**src/rtl/up_down_counter_driver_if.sv**
```systemverilog
// Command and counter-side signal bundle for up_down_counter_driver.
// The slave modport is the driver's view; the master modport is the command source plus counter.
interface up_down_counter_driver_if #(
   parameter int WIDTH = 16,
   parameter int LENW  = 8
);
   logic             cmd_valid;
   logic             cmd_ready;
   logic [1:0]       cmd_op;
   logic [LENW-1:0]  cmd_len;
   logic [WIDTH-1:0] cmd_data;
   logic             count_enb;
   logic             updn_cnt;
   logic             ld_cnt;
   logic             cnt_rst;
   logic [WIDTH-1:0] load_data;
   logic [WIDTH-1:0] cnt_obs;
   logic [WIDTH-1:0] exp_cnt;
   logic             mismatch;
   logic             busy;

   modport slave (
      input  cmd_valid, cmd_op, cmd_len, cmd_data, cnt_obs,
      output cmd_ready, count_enb, updn_cnt, ld_cnt, cnt_rst, load_data,
             exp_cnt, mismatch, busy
   );

   modport master (
      output cmd_valid, cmd_op, cmd_len, cmd_data, cnt_obs,
      input  cmd_ready, count_enb, updn_cnt, ld_cnt, cnt_rst, load_data,
             exp_cnt, mismatch, busy
   );
endinterface

```
**src/rtl/up_down_counter_driver.sv**
```systemverilog
// Command-driven controller for an external up/down counter that also models the
// counter value and flags any divergence between the model and the observed count.
module up_down_counter_driver #(
   parameter int WIDTH = 16,
   parameter int LENW  = 8
) (
   input logic                    clk,
   input logic                    rst,
   up_down_counter_driver_if.slave bus
);

   typedef enum logic [2:0] {
      ST_RESET = 3'd0,
      ST_IDLE  = 3'd1,
      ST_LOAD  = 3'd2,
      ST_RUN   = 3'd3,
      ST_HOLD  = 3'd4
   } state_t;

   localparam logic [1:0] OP_LOAD = 2'b00;
   localparam logic [1:0] OP_UP   = 2'b01;
   localparam logic [1:0] OP_DOWN = 2'b10;

   state_t           r_state;
   logic [LENW-1:0]  r_rem;
   logic             r_cnt_rst;
   logic             r_ld_cnt;
   logic             r_count_enb;
   logic             r_updn_cnt;
   logic [WIDTH-1:0] r_load_data;
   logic [WIDTH-1:0] r_exp_cnt;
   logic             r_mismatch;

   state_t           w_state_nxt;
   logic [LENW-1:0]  w_rem_nxt;
   logic             w_cnt_rst_nxt;
   logic             w_ld_cnt_nxt;
   logic             w_count_enb_nxt;
   logic             w_updn_nxt;
   logic [WIDTH-1:0] w_load_data_nxt;
   logic [WIDTH-1:0] w_exp_nxt;
   logic             w_mismatch_nxt;

   // Mirrors the counter's priority: reset, then load, then count (wrapping).
   function automatic logic [WIDTH-1:0] f_exp_next(
      input logic             crst_n,
      input logic             ld_n,
      input logic             enb,
      input logic             up,
      input logic [WIDTH-1:0] cur,
      input logic [WIDTH-1:0] ldd
   );
      logic [WIDTH-1:0] res;
      if (!crst_n) begin
         res = {WIDTH{1'b0}};
      end else if (!ld_n) begin
         res = ldd;
      end else if (enb) begin
         res = up ? (cur + WIDTH'(1)) : (cur - WIDTH'(1));
      end else begin
         res = cur;
      end
      return res;
   endfunction

   // Next-state and next-output decode for the command sequencer.
   always_comb begin
      w_state_nxt     = r_state;
      w_rem_nxt       = r_rem;
      w_cnt_rst_nxt   = 1'b1;
      w_ld_cnt_nxt    = 1'b1;
      w_count_enb_nxt = 1'b0;
      w_updn_nxt      = r_updn_cnt;
      w_load_data_nxt = r_load_data;
      case (r_state)
         ST_RESET: begin
            w_state_nxt = ST_IDLE;
         end
         ST_IDLE: begin
            if (bus.cmd_valid) begin
               case (bus.cmd_op)
                  OP_LOAD: begin
                     w_state_nxt     = ST_LOAD;
                     w_ld_cnt_nxt    = 1'b0;
                     w_load_data_nxt = bus.cmd_data;
                  end
                  OP_UP, OP_DOWN: begin
                     // A zero-length count degenerates into a one-cycle busy hold.
                     if (bus.cmd_len != LENW'(0)) begin
                        w_state_nxt     = ST_RUN;
                        w_rem_nxt       = bus.cmd_len - LENW'(1);
                        w_count_enb_nxt = 1'b1;
                        w_updn_nxt      = (bus.cmd_op == OP_UP);
                     end else begin
                        w_state_nxt = ST_HOLD;
                        w_rem_nxt   = LENW'(0);
                     end
                  end
                  default: begin
                     w_state_nxt = ST_HOLD;
                     if (bus.cmd_len != LENW'(0)) begin
                        w_rem_nxt = bus.cmd_len - LENW'(1);
                     end else begin
                        w_rem_nxt = LENW'(0);
                     end
                  end
               endcase
            end else begin
               w_state_nxt = ST_IDLE;
            end
         end
         ST_LOAD: begin
            w_state_nxt = ST_IDLE;
         end
         ST_RUN: begin
            if (r_rem == LENW'(0)) begin
               w_state_nxt = ST_IDLE;
            end else begin
               w_rem_nxt       = r_rem - LENW'(1);
               w_count_enb_nxt = 1'b1;
            end
         end
         ST_HOLD: begin
            if (r_rem == LENW'(0)) begin
               w_state_nxt = ST_IDLE;
            end else begin
               w_rem_nxt = r_rem - LENW'(1);
            end
         end
         default: begin
            w_state_nxt   = ST_RESET;
            w_cnt_rst_nxt = 1'b0;
         end
      endcase
   end

   // Model update and sticky compare, both based on values present before the edge.
   always_comb begin
      w_exp_nxt = f_exp_next(r_cnt_rst, r_ld_cnt, r_count_enb, r_updn_cnt,
                             r_exp_cnt, r_load_data);
      if ((r_state != ST_RESET) && (bus.cnt_obs != r_exp_cnt)) begin
         w_mismatch_nxt = 1'b1;
      end else begin
         w_mismatch_nxt = r_mismatch;
      end
   end

   // State and registered outputs; rst aborts any command at once.
   always_ff @(posedge clk or posedge rst) begin
      if (rst) begin
         r_state     <= ST_RESET;
         r_rem       <= LENW'(0);
         r_cnt_rst   <= 1'b0;
         r_ld_cnt    <= 1'b1;
         r_count_enb <= 1'b0;
         r_updn_cnt  <= 1'b0;
         r_load_data <= {WIDTH{1'b0}};
         r_exp_cnt   <= {WIDTH{1'b0}};
         r_mismatch  <= 1'b0;
      end else begin
         r_state     <= w_state_nxt;
         r_rem       <= w_rem_nxt;
         r_cnt_rst   <= w_cnt_rst_nxt;
         r_ld_cnt    <= w_ld_cnt_nxt;
         r_count_enb <= w_count_enb_nxt;
         r_updn_cnt  <= w_updn_nxt;
         r_load_data <= w_load_data_nxt;
         r_exp_cnt   <= w_exp_nxt;
         r_mismatch  <= w_mismatch_nxt;
      end
   end

   assign bus.cmd_ready = (r_state == ST_IDLE);
   assign bus.busy      = (r_state != ST_IDLE);
   assign bus.cnt_rst   = r_cnt_rst;
   assign bus.ld_cnt    = r_ld_cnt;
   assign bus.count_enb = r_count_enb;
   assign bus.updn_cnt  = r_updn_cnt;
   assign bus.load_data = r_load_data;
   assign bus.exp_cnt   = r_exp_cnt;
   assign bus.mismatch  = r_mismatch;

endmodule
```
**src/flat_wrapper.sv**
```systemverilog
// flat-port wrapper written by rule: the top's interface ports become plain ports
module up_down_counter_driver_flat 
#(
   parameter int WIDTH = 16,
   parameter int LENW  = 8
)
  (clk, rst, bus_cmd_valid, bus_cmd_op, bus_cmd_len, bus_cmd_data, bus_cnt_obs, bus_cmd_ready, bus_count_enb, bus_updn_cnt, bus_ld_cnt, bus_cnt_rst, bus_load_data, bus_exp_cnt, bus_mismatch, bus_busy);
  up_down_counter_driver_if #(.WIDTH(WIDTH), .LENW(LENW)) bus_i ();
  input logic clk;
  input logic rst;
  input wire logic [$bits(bus_i.cmd_valid)-1:0] bus_cmd_valid;
  input wire logic [$bits(bus_i.cmd_op)-1:0] bus_cmd_op;
  input wire logic [$bits(bus_i.cmd_len)-1:0] bus_cmd_len;
  input wire logic [$bits(bus_i.cmd_data)-1:0] bus_cmd_data;
  input wire logic [$bits(bus_i.cnt_obs)-1:0] bus_cnt_obs;
  output wire logic [$bits(bus_i.cmd_ready)-1:0] bus_cmd_ready;
  output wire logic [$bits(bus_i.count_enb)-1:0] bus_count_enb;
  output wire logic [$bits(bus_i.updn_cnt)-1:0] bus_updn_cnt;
  output wire logic [$bits(bus_i.ld_cnt)-1:0] bus_ld_cnt;
  output wire logic [$bits(bus_i.cnt_rst)-1:0] bus_cnt_rst;
  output wire logic [$bits(bus_i.load_data)-1:0] bus_load_data;
  output wire logic [$bits(bus_i.exp_cnt)-1:0] bus_exp_cnt;
  output wire logic [$bits(bus_i.mismatch)-1:0] bus_mismatch;
  output wire logic [$bits(bus_i.busy)-1:0] bus_busy;
  assign bus_i.cmd_valid = bus_cmd_valid;
  assign bus_i.cmd_op = bus_cmd_op;
  assign bus_i.cmd_len = bus_cmd_len;
  assign bus_i.cmd_data = bus_cmd_data;
  assign bus_i.cnt_obs = bus_cnt_obs;
  assign bus_cmd_ready = bus_i.cmd_ready;
  assign bus_count_enb = bus_i.count_enb;
  assign bus_updn_cnt = bus_i.updn_cnt;
  assign bus_ld_cnt = bus_i.ld_cnt;
  assign bus_cnt_rst = bus_i.cnt_rst;
  assign bus_load_data = bus_i.load_data;
  assign bus_exp_cnt = bus_i.exp_cnt;
  assign bus_mismatch = bus_i.mismatch;
  assign bus_busy = bus_i.busy;
  up_down_counter_driver #(.WIDTH(WIDTH), .LENW(LENW)) u_core (.clk(clk), .rst(rst), .bus(bus_i));
endmodule
```
**config.mk**
```make
export PLATFORM = sky130hd
export DESIGN_NAME = up_down_counter_driver_flat
export DESIGN_NICKNAME = d
export VERILOG_FILES = /design/src/rtl/up_down_counter_driver_if.sv /design/src/rtl/up_down_counter_driver.sv /design/src/flat_wrapper.sv
export SDC_FILE = /design/constraint.sdc
export NUM_CORES = 1
export LEC_CHECK = 0
export BUFFER_PORTS_ARGS = -buffer_cell sky130_fd_sc_hd__buf_4
export CAP_MARGIN = 20
export CORE_UTILIZATION = 49
export DETAILED_ROUTE_END_ITERATION = 10
export PLACE_DENSITY = 0.79
export SLEW_MARGIN = 20
export SYNTH_ARGS = -nofsm -noshare
export SYNTH_HDL_FRONTEND = slang
export SYNTH_SLANG_ARGS = --single-unit
```
**constraint.sdc**
```tcl
create_clock -name clk -period 7.3 [get_ports clk]
set_input_delay 0.365 -clock clk [delete_from_list [all_inputs] [get_ports clk]]
set_output_delay 0.365 -clock clk [all_outputs]
set_load 0.01 [all_outputs]
```
==> impl_metrics.csv <==
group,metric,value,unit
grt,grtUsageTotal,25.13,%
synthesis,synthTopCellsByArea,"dfrtp_1 (34%), ha_1 (7.3%), mux2_1 (5.9%)",
worst_setup_path,critPathCaptureType,"flop",
synthesis,avgSynthCellArea,9.038,um^2
placement,place_area,4121,um^2
timing,timing.setup.tns,0,ns
routing,wl_per_cell,15.89,um
worst_setup_path,crit_start,"u_core.bus.updn_cnt",
grt,grt_max_degree,49,
timing,maxSlewViolCount,0,
timing,setup_ws,4.628,ns
synthesis,ys_warn_count,0,
synthesis,synth_top_cell_area_share,34.16,%
placement,gp_congestion,0.8775,
grt,grt_pass1_vias,2980,
synthesis,synth_seq_area_share,34.92,%
clock_network,cts_root_buffer,"clkbuf_8",
synthesis,synth-edff-count,0,
grt,grt_pass1_wl,14600,um
synthesis,synthArstFlopShare,100.0,%
routing,drcViolationCount,0,
floorplanning,rows,30,
power_and_ir_drop,vdd_drop_max,217.4,uV
timing,tightest_slew,0.8966,ns
timing,fmax,374.3,MHz
worst_setup_path,cp-endpoint,"u_core.bus.exp_cnt[12]",
worst_setup_path,r2r_cells,7,
outcome,status,"finished clean",
cells_and_area,stdcell_area,4230,um^2
worst_setup_path,critical_path_class,"reg -> reg",
clock_network,cts_hold_buf,0,
cells_and_area,fin_cells,553,
floorplanning,die_h,85.83,um
grt,antenna_found_initial,0,
clock_network,cts_made_buffers,5,
floorplanning,start_util,50.68,%
synthesis,synth_cell_types,60,
clock_network,post_cts_buffers,0,
clock_network,htree_levels,2,
timing,clock_skew,0.01489,ns
grt,grt_overflow,0,
synthesis,synth_ff_type,"dfrtp_1",
routing,vias,3132,
worst_setup_path,cp.arrival,2.85,ns
timing,holdWs,0.2042,ns
routing,wirelength,8786,um
synthesis,synth-seq-cells,48,
timing,finalHoldViolations,0,
flow_run,cap_violations,0,
worst_setup_path,crit_fanout,14,
placement,placed_cells,545,
clock_network,cts.sinks,48,
cells_and_area,mostFrequentLayoutCell,"buf_4",
clock_network,cts_tree,"done",
floorplanning,coreArea,6794,um^2
placement,post-place-ws,4.636,ns
worst_setup_path,required,7.48,ns
timing,post-route-min-period,2.672,ns
timing,slew_headroom,40.23,%
clock_network,clockBufferDepth,2,
clock_network,clk_pin_slew_worst_paths,0.09,ns
power_and_ir_drop,power,2.085,mW
synthesis,syn-num-nets,447,
routing,viasPerCell,5.664,
floorplanning,die_area,7367,um^2
cells_and_area,antenna_cells,0,
synthesis,synth_cells,381,
timing,rsz0062_at_grt,"false",
hold_path,hp-class,"in -> async",
routing,drt-initial-drc-count,222,
cells_and_area,final_cell_mix,"buf_4 (83), dfrtp_1 (47), nor2_1 (29), a21oi_1 (25), nand2_1 (23)",
routing,postRouteAntennaNets,0,
placement,place_hpwl,6711,um
timing,setup_viol,0,
power_and_ir_drop,p_leak,1.937,nW
cells_and_area,area_growth,22.86,%
cells_and_area,drive_above_1_share,22.54,%
worst_setup_path,reg2reg_slack,4.63,ns
worst_setup_path,reg2reg_from,"u_core.bus.updn_cnt",
timing,finalCritPeriodShare,36.60,%
worst_setup_path,worstReg2RegEnd,"u_core.bus.exp_cnt[12]",
clock_network,insertion_delay,0.30,ns
synthesis,synth_top_cell_by_area,"dfrtp_1",
floorplanning,fp.dieW,85.83,um
floorplanning,io_pins,84,
worst_setup_path,cp-start-kind,"flop",
cells_and_area,layout.nets,522,
clock_network,ctsResizeCount,0,
power_and_ir_drop,cellPowerDensity,492.8,nW/um^2
synthesis,syn_area,3443,um^2
placement,io_buffers,83,
routing,first_pass_iters,4,
cells_and_area,utilization,62.27,%
[power breakdown]
group / internal, mW / total [mW] / switching (mW)
clock: 0.102 / 0.193 / 0.0911
sequential: 0.393 / 0.574 / 0.181
combinational: 0.616 / 1.32 / 0.702
[critical path: stages, from the launching register on]
cell     delay, ns
dfrtp_1       0.45
inv_1         0.42
ha_1          0.39
nor2b_1       0.18
o31ai_1       0.37
a31oi_1       0.24
nor4b_1       0.36
o22ai_1       0.15
[kinds of logic (layout without fill, tap and decap cells)]
| group | after synthesis | count (layout) | share of synthesized area, % |
|---|---|---|---|
| and+or+nand+nor | 106 | 106 | 16.21 |
| xor gates and xnor gates | 28 | 28 | 7.122 |
| buffers and inverters | 39 | 115 | 4.506 |
| DFF | 48 | 48 | 34.92 |
| adders and majority gates | 21 | 21 | 7.849 |
| muxes | 26 | 26 | 8.321 |
| AOI/OAI and AO/OA | 113 | 113 | 21.08 |
[flip-flops by register name, indices dropped and copies added, names as in the netlist]
register / cells
u_core.bus.exp_cnt: 16
u_core.bus.load_data: 16
u_core.r_rem: 8
u_core.r_state: 3
u_core.bus.cnt_rst: 1
u_core.bus.count_enb: 1
u_core.bus.ld_cnt: 1
u_core.bus.mismatch: 1
u_core.bus.updn_cnt: 1
[synthesized netlist by cell type, types with 2 or more instances]
| cell | n |
|---|---|
| dfrtp_1 | 47 |
| nor2_1 | 29 |
| a21oi_1 | 25 |
| inv_1 | 23 |
| nand2_1 | 23 |
| xnor2_1 | 21 |
| ha_1 | 20 |
| mux2_1 | 18 |
| o21ai_1 | 18 |
| o21ai_0 | 13 |
| nand3_1 | 9 |
| clkbuf_1 | 8 |
| nor2b_1 | 8 |
| nor3_1 | 7 |
| o21a_1 | 7 |
| o22ai_1 | 7 |
| xor2_1 | 7 |
| a31oi_1 | 6 |
| nand4_1 | 6 |
| a21o_1 | 5 |
| mux2i_1 | 5 |
| nand2b_1 | 5 |
| a211o_1 | 4 |
| a211oi_1 | 4 |
| buf_2 | 4 |
| nor3b_1 | 4 |
| o31ai_1 | 4 |
| mux2_2 | 3 |
| o221ai_1 | 3 |
| a22oi_1 | 2 |
| and3_1 | 2 |
| buf_1 | 2 |
| nor4_1 | 2 |
| o2111ai_1 | 2 |
| o21bai_1 | 2 |
| o311ai_0 | 2 |
[layout make-up]
cell class / instances / area (um^2)
inverters: 24 / 91.34
repair buffers: 83 / 623.1
flip-flops and latches: 48 / 1202
clock inverters: 2 / 35.03
well taps: 96 / 120.1
multi-input cells: 294 / 2086
fillers: 604 / 2564
clock buffers: 6 / 72.57
[worst min-delay path by stage]
stage	from	to	slack, ns	cells past startpoint
2_1_floorplan	u_core.r_rem[7]	u_core.r_rem[7]	0.48	1
3_3_place_gp	u_core.bus.mismatch	u_core.bus.mismatch	0.49	1
3_5_place_dp	u_core.bus.mismatch	u_core.bus.mismatch	0.48	1
4_1_cts	bus_cmd_data[2]	u_core.bus.load_data[2]	0.26	2
5_1_grt	bus_cmd_data[2]	u_core.bus.load_data[2]	0.26	2
6_report	rst	u_core.r_rem[5]	0.20	2
[per-layer routing]
layer  up-vias  global-route usage (%)  share of wire [%]
met5         -                       0                  0
met4         0                   6.667                1.2
met3        10                   2.887                4.8
met2        94                   41.67                 49
met1      1495                   35.05                 45
li1       1533                       -                  -
(Power assumes the default switching activity.)
